[src/rtl/systolic_result_collector_if.sv]
// Bundle between the systolic array output, the result collector and the downstream element stream.
// The collector binds to the slave modport; the producer/consumer side uses master.
interface systolic_result_collector_if #(
  parameter int DATAWIDTH = 16,
  parameter int N_SIZE    = 5
);
  localparam int EW = 2 * DATAWIDTH;
  localparam int IW = (N_SIZE > 1) ? $clog2(N_SIZE) : 1;

  logic                   valid_in;
  logic [N_SIZE*EW-1:0]   matrix_c_in;
  logic                   in_ready;
  logic                   c_valid;
  logic                   c_ready;
  logic [EW-1:0]          c_data;
  logic [IW-1:0]          c_row;
  logic [IW-1:0]          c_col;
  logic                   c_last;
  logic                   frame_done;
  logic                   overflow;

  modport master (
    output valid_in, matrix_c_in, c_ready,
    input  in_ready, c_valid, c_data, c_row, c_col, c_last, frame_done, overflow
  );

  modport slave (
    input  valid_in, matrix_c_in, c_ready,
    output in_ready, c_valid, c_data, c_row, c_col, c_last, frame_done, overflow
  );
endinterface

[src/rtl/systolic_result_collector.sv]
// Buffers one N_SIZE x N_SIZE result matrix from the systolic array and replays it
// row-major over a valid/ready stream; rows arriving mid-drain are dropped and flagged.
module systolic_result_collector #(
  parameter int DATAWIDTH = 16,
  parameter int N_SIZE    = 5
) (
  input  logic                       clk,
  input  logic                       rst,
  systolic_result_collector_if.slave bus
);
  localparam int EW = 2 * DATAWIDTH;
  localparam int IW = (N_SIZE > 1) ? $clog2(N_SIZE) : 1;
  localparam logic [IW-1:0] LAST = IW'(N_SIZE - 1);

  typedef enum logic {COLLECT, DRAIN} state_t;

  state_t        state;
  logic [IW-1:0] row_cnt;
  logic [IW-1:0] c_row;
  logic [IW-1:0] c_col;
  logic [IW-1:0] nxt_row;
  logic [IW-1:0] nxt_col;
  logic [EW-1:0] mem [N_SIZE][N_SIZE];
  logic [EW-1:0] c_data;
  logic          c_valid;
  logic          c_last;
  logic          in_ready;
  logic          frame_done;
  logic          overflow;
  logic          capture;

  assign capture = (state == COLLECT) && bus.valid_in;

  always_comb begin
    nxt_col = c_col + IW'(1);
    nxt_row = c_row;
    if (c_col == LAST) begin
      nxt_col = '0;
      nxt_row = c_row + IW'(1);
    end
  end

  // Row buffer: data only, never reset.
  always_ff @(posedge clk) begin
    if (capture) begin
      for (int j = 0; j < N_SIZE; j++) begin
        mem[row_cnt][j] <= bus.matrix_c_in[j*EW +: EW];
      end
    end
  end

  always_ff @(posedge clk) begin
    if (rst) begin
      state      <= COLLECT;
      row_cnt    <= '0;
      c_row      <= '0;
      c_col      <= '0;
      c_valid    <= 1'b0;
      c_data     <= '0;
      c_last     <= 1'b0;
      in_ready   <= 1'b1;
      frame_done <= 1'b0;
      overflow   <= 1'b0;
    end else begin
      frame_done <= 1'b0;
      case (state)
        COLLECT: begin
          if (bus.valid_in) begin
            if (row_cnt == LAST) begin
              row_cnt    <= '0;
              state      <= DRAIN;
              frame_done <= 1'b1;
              c_valid    <= 1'b1;
              c_row      <= '0;
              c_col      <= '0;
              // With a single row, element (0,0) is still on the input bus this edge.
              c_data     <= (N_SIZE == 1) ? bus.matrix_c_in[EW-1:0] : mem[0][0];
              c_last     <= (N_SIZE == 1);
              in_ready   <= 1'b0;
            end else begin
              row_cnt <= row_cnt + IW'(1);
            end
          end
        end
        DRAIN: begin
          if (bus.valid_in) begin
            overflow <= 1'b1;
          end
          if (c_valid && bus.c_ready) begin
            if (c_last) begin
              state    <= COLLECT;
              c_valid  <= 1'b0;
              c_data   <= '0;
              c_last   <= 1'b0;
              c_row    <= '0;
              c_col    <= '0;
              in_ready <= 1'b1;
            end else begin
              c_row  <= nxt_row;
              c_col  <= nxt_col;
              c_data <= mem[nxt_row][nxt_col];
              c_last <= (nxt_row == LAST) && (nxt_col == LAST);
            end
          end
        end
      endcase
    end
  end

  assign bus.in_ready   = in_ready;
  assign bus.c_valid    = c_valid;
  assign bus.c_data     = c_data;
  assign bus.c_row      = c_row;
  assign bus.c_col      = c_col;
  assign bus.c_last     = c_last;
  assign bus.frame_done = frame_done;
  assign bus.overflow   = overflow;
endmodule

[src/flat_wrapper.sv]
// flat-port wrapper written by rule: the top's interface ports become plain ports
module systolic_result_collector_flat 
#(
  parameter int DATAWIDTH = 16,
  parameter int N_SIZE    = 5
)
  (clk, rst, bus_valid_in, bus_matrix_c_in, bus_c_ready, bus_in_ready, bus_c_valid, bus_c_data, bus_c_row, bus_c_col, bus_c_last, bus_frame_done, bus_overflow);
  systolic_result_collector_if #(.DATAWIDTH(DATAWIDTH), .N_SIZE(N_SIZE)) bus_i ();
  input  logic clk;
  input  logic rst;
  input wire logic [$bits(bus_i.valid_in)-1:0] bus_valid_in;
  input wire logic [$bits(bus_i.matrix_c_in)-1:0] bus_matrix_c_in;
  input wire logic [$bits(bus_i.c_ready)-1:0] bus_c_ready;
  output wire logic [$bits(bus_i.in_ready)-1:0] bus_in_ready;
  output wire logic [$bits(bus_i.c_valid)-1:0] bus_c_valid;
  output wire logic [$bits(bus_i.c_data)-1:0] bus_c_data;
  output wire logic [$bits(bus_i.c_row)-1:0] bus_c_row;
  output wire logic [$bits(bus_i.c_col)-1:0] bus_c_col;
  output wire logic [$bits(bus_i.c_last)-1:0] bus_c_last;
  output wire logic [$bits(bus_i.frame_done)-1:0] bus_frame_done;
  output wire logic [$bits(bus_i.overflow)-1:0] bus_overflow;
  assign bus_i.valid_in = bus_valid_in;
  assign bus_i.matrix_c_in = bus_matrix_c_in;
  assign bus_i.c_ready = bus_c_ready;
  assign bus_in_ready = bus_i.in_ready;
  assign bus_c_valid = bus_i.c_valid;
  assign bus_c_data = bus_i.c_data;
  assign bus_c_row = bus_i.c_row;
  assign bus_c_col = bus_i.c_col;
  assign bus_c_last = bus_i.c_last;
  assign bus_frame_done = bus_i.frame_done;
  assign bus_overflow = bus_i.overflow;
  systolic_result_collector #(.DATAWIDTH(DATAWIDTH), .N_SIZE(N_SIZE)) u_core (.clk(clk), .rst(rst), .bus(bus_i));
endmodule
[config.mk]
export PLATFORM = sky130hd
export DESIGN_NAME = systolic_result_collector_flat
export DESIGN_NICKNAME = d
export VERILOG_FILES = /design/src/rtl/systolic_result_collector_if.sv /design/src/rtl/systolic_result_collector.sv /design/src/flat_wrapper.sv
export SDC_FILE = /design/constraint.sdc
export NUM_CORES = 1
export LEC_CHECK = 0
export ABC_AREA = 0
export CORE_MARGIN = 2
export CORE_UTILIZATION = 35
export CTS_CLUSTER_DIAMETER = 200
export CTS_CLUSTER_SIZE = 30
export DETAILED_ROUTE_END_ITERATION = 12
export GPL_ROUTABILITY_DRIVEN = 0
export HOLD_SLACK_MARGIN = 0.03
export PLACE_DENSITY = 0.53
export SETUP_SLACK_MARGIN = 0.3
export SLEW_MARGIN = 25
export SYNTH_ARGS = -nofsm -noshare
export SYNTH_HDL_FRONTEND = slang
export SYNTH_SLANG_ARGS = --single-unit
[constraint.sdc]
create_clock -name clk -period 29.8 [get_ports clk]
set_input_delay 7.45 -clock clk [delete_from_list [all_inputs] [get_ports clk]]
set_output_delay 7.45 -clock clk [all_outputs]
set_load 0.02 [all_outputs]
==> impl_metrics.env <==
export IMPL_drv_slew=0
export IMPL_dieWidth_um=317
export IMPL_p_per_area_mw_per_mm2=52.4
export IMPL_min_delay_start="u_core.bus.in_ready"
export IMPL_setup_viol=0
export IMPL_hold_slack_ns=0.465
export IMPL_yosys_area_top_type_share=0.699
export IMPL_syn_area_mm2=0.0344
export IMPL_min_period_over_period=0.361
export IMPL_drt_total_wl_mm=104
export IMPL_cp_max_fo=58
export IMPL_path_clk_slew_ns=0.11
export IMPL_synth_flop_cell="edfxtp_1"
export IMPL_finalSetupTns_ns=0
export IMPL_postSynthCellCount=2191
export IMPL_status="complete, no violations"
export IMPL_max_slew_worst_pin_slew_ns=1.26
export IMPL_synth_edf_count=800
export IMPL_grt_pass1_wl_mm=151
export IMPL_drive_above_1_share=0.0965
export IMPL_path_cells="clkdlybuf4s50_1 -> nand2b_1 -> or3_1 -> nor2_4 -> buf_4 -> buf_4"
export IMPL_drt_iter0_drc=2223
export IMPL_clk_insertion_delay_late_ns=0.60
export IMPL_start_util=0.354
export IMPL_crit_family="buffers and inverters"
export IMPL_netlist_top_cells_count="edfxtp_1 (800), nand2_1 (143), a21oi_1 (134)"
export IMPL_antenna_found_initial=11
export IMPL_total_power_w=0.00203
export IMPL_cts_resized=0
export IMPL_rsz0062_at_grt="no"
export IMPL_postCtsSetupRepairBufs=0
export IMPL_max_freq_mhz=92.9
export IMPL_crit_path_start_kind="primary input"
export IMPL_final_nets=2466
export IMPL_r2r_start="u_core.bus.c_col[0]"
export IMPL_crit_buf_inv=3
export IMPL_critPathMaxStageDelay_ns=0.90
export IMPL_vias=21133
export IMPL_syn_num_nets=2360
export IMPL_finalClockSkew_ns=0.0262
export IMPL_crit_arrival_ns=10.99
export IMPL_placedCellCount=3536
export IMPL_design_die_area_mm2=0.101
export IMPL_yosysMostFrequentCell="edfxtp_1"
export IMPL_synth_area_per_cell_um2=15.7
export IMPL_min_path_type="reg -> reg"
export IMPL_viasPerCell=5.87
export IMPL_ir_drop_mv=0.0322
export IMPL_ant_nets=0
export IMPL_clk_path_buf_depth=3
export IMPL_grt_pass1_vias=21225
export IMPL_cts_num_sinks=847
export IMPL_design_area_mm2=0.0388
export IMPL_ys_warn_count=0
export IMPL_worstSetupStartpoint="bus_valid_in"
export IMPL_worst_setup_path_end_kind="flip-flop"
export IMPL_critical_path_class="in -> reg"
export IMPL_cts_tree="built"
export IMPL_grt_usage=0.204
export IMPL_yosys_top_cells_area="edfxtp_1 (70%), mux4_2 (4.3%), dfxtp_1 (2.7%), mux2i_1 (2.7%), a21oi_1 (2.0%)"
export IMPL_cts_root_buf="clkbuf_16"
export IMPL_io_pins=207
export IMPL_cp_slowest_cell="buf_4"
export IMPL_slew_limit_headroom=0.161
export IMPL_area_growth_pct=12.9
export IMPL_hold_viol_final=0
export IMPL_grt_max_degree=134
export IMPL_grt_ovfl_total=0
export IMPL_maxCapViolCount=0
export IMPL_crit_path_frequent_cell="buf_4"
export IMPL_remaining_drc_errors=0
export IMPL_critPathRequiredTime_ns=30.03
export IMPL_core_area_mm2=0.0970
export IMPL_power_leakage_nw=11.9
export IMPL_min_period_ns=10.77
export IMPL_async_flop_share=0
export IMPL_ys_seq_area_frac=0.727
export IMPL_hold_buffers=0
export IMPL_finalNonFillerCells=3600
export IMPL_die_h_um=317
export IMPL_yosys_cell_types_count=74
export IMPL_cts_made_buffers=34
export IMPL_rows=114
export IMPL_synth_area_leader_cell="edfxtp_1"
export IMPL_hpwlAfterDp_mm=59.8
export IMPL_place_area_mm2=0.0377
export IMPL_synth_seq_cells=847
export IMPL_dr_pass1_iters=8
export IMPL_portBuffers=206
export IMPL_wl_per_cell_um=28.9
export IMPL_htree_levels=2
export IMPL_fillerInstances=8754
layer usage:
metal,GRT usage,share of wire
met2,0.333,0.48
met5,0,0.00080
met3,0.0387,0.072
met1,0.281,0.43
met4,0.0500,0.021
worst min-delay path: cells and delay by family (launching register included):
family	cells	cell delay (ns)
DFF	1	0.33
and+or+nand+nor	2	0.10
power by group:
group | internal, W | switching (W) | total (W)
combinational | 0.0000351 | 0.0000538 | 0.0000889
clock | 0.000238 | 0.000360 | 0.000599
sequential | 0.00134 | 0.00000911 | 0.00135
total | 0.00161 | 0.000423 | 0.00203
final timing paths:
check,depth (start not counted),slack (ns),to
setup reg to reg,11,23.92,u_core.bus.c_data[7]
setup / recovery,6,19.03,u_core.mem[1][120]
hold / removal,2,0.47,u_core.bus.in_ready
hold reg to reg,2,0.47,u_core.bus.in_ready
final cells by class:
class                      instances  area (µm²)  share of cell area
inverter                          10        37.5            0.000968
timing repair buffer             257        2460              0.0634
clock buffer                      60        1010              0.0261
tap                             1276        1600              0.0412
clock inverter                     1        30.0            0.000774
multi-input combinational       1147        8670               0.223
antenna                            2        5.00            0.000129
sequential                       847       25000               0.644
sequential cells by signal, summed over array words and instances (netlist names), 3 cells and up:
signal             flops
u_core.bus.c_col       3
u_core.bus.c_row       3
u_core.mem           800
u_core.bus.c_data     32
u_core.row_cnt         3
cell usage in the layout (no fill, tap or decap), types with 31 or more instances in the layout:
cell type          n
nand3_1          100
mux4_2            65
nand2_1          142
a31oi_1           86
edfxtp_1         800
buf_4             42
dfxtp_1           42
o221ai_1          31
clkbuf_16         37
mux2i_1           93
a211oi_1          34
and3_1            33
a221oi_1          58
a21oi_1          133
o21ai_0           96
clkdlybuf4s50_1  205
stage by stage:
step	setup slack, ns	utilization
after floorplan	6.11	-
after CTS	19.00	0.400
final	19.03	0.400
after global routing	18.89	0.400
after global placement	18.39	0.388
after detailed placement	18.34	0.389
cell families after synthesis:
kind of cell | count (synthesis) | synth area share
DFF | 847 | 0.727
xor gates and xnor gates | 2 | 0.000510
adders and majority gates | 5 | 0.00182
AOI/OAI and AO/OA | 576 | 0.115
muxes | 159 | 0.0700
buffers and inverters | 197 | 0.0263
and+or+nand+nor | 405 | 0.0597
Note: power is estimated with default switching activity, not from simulation.
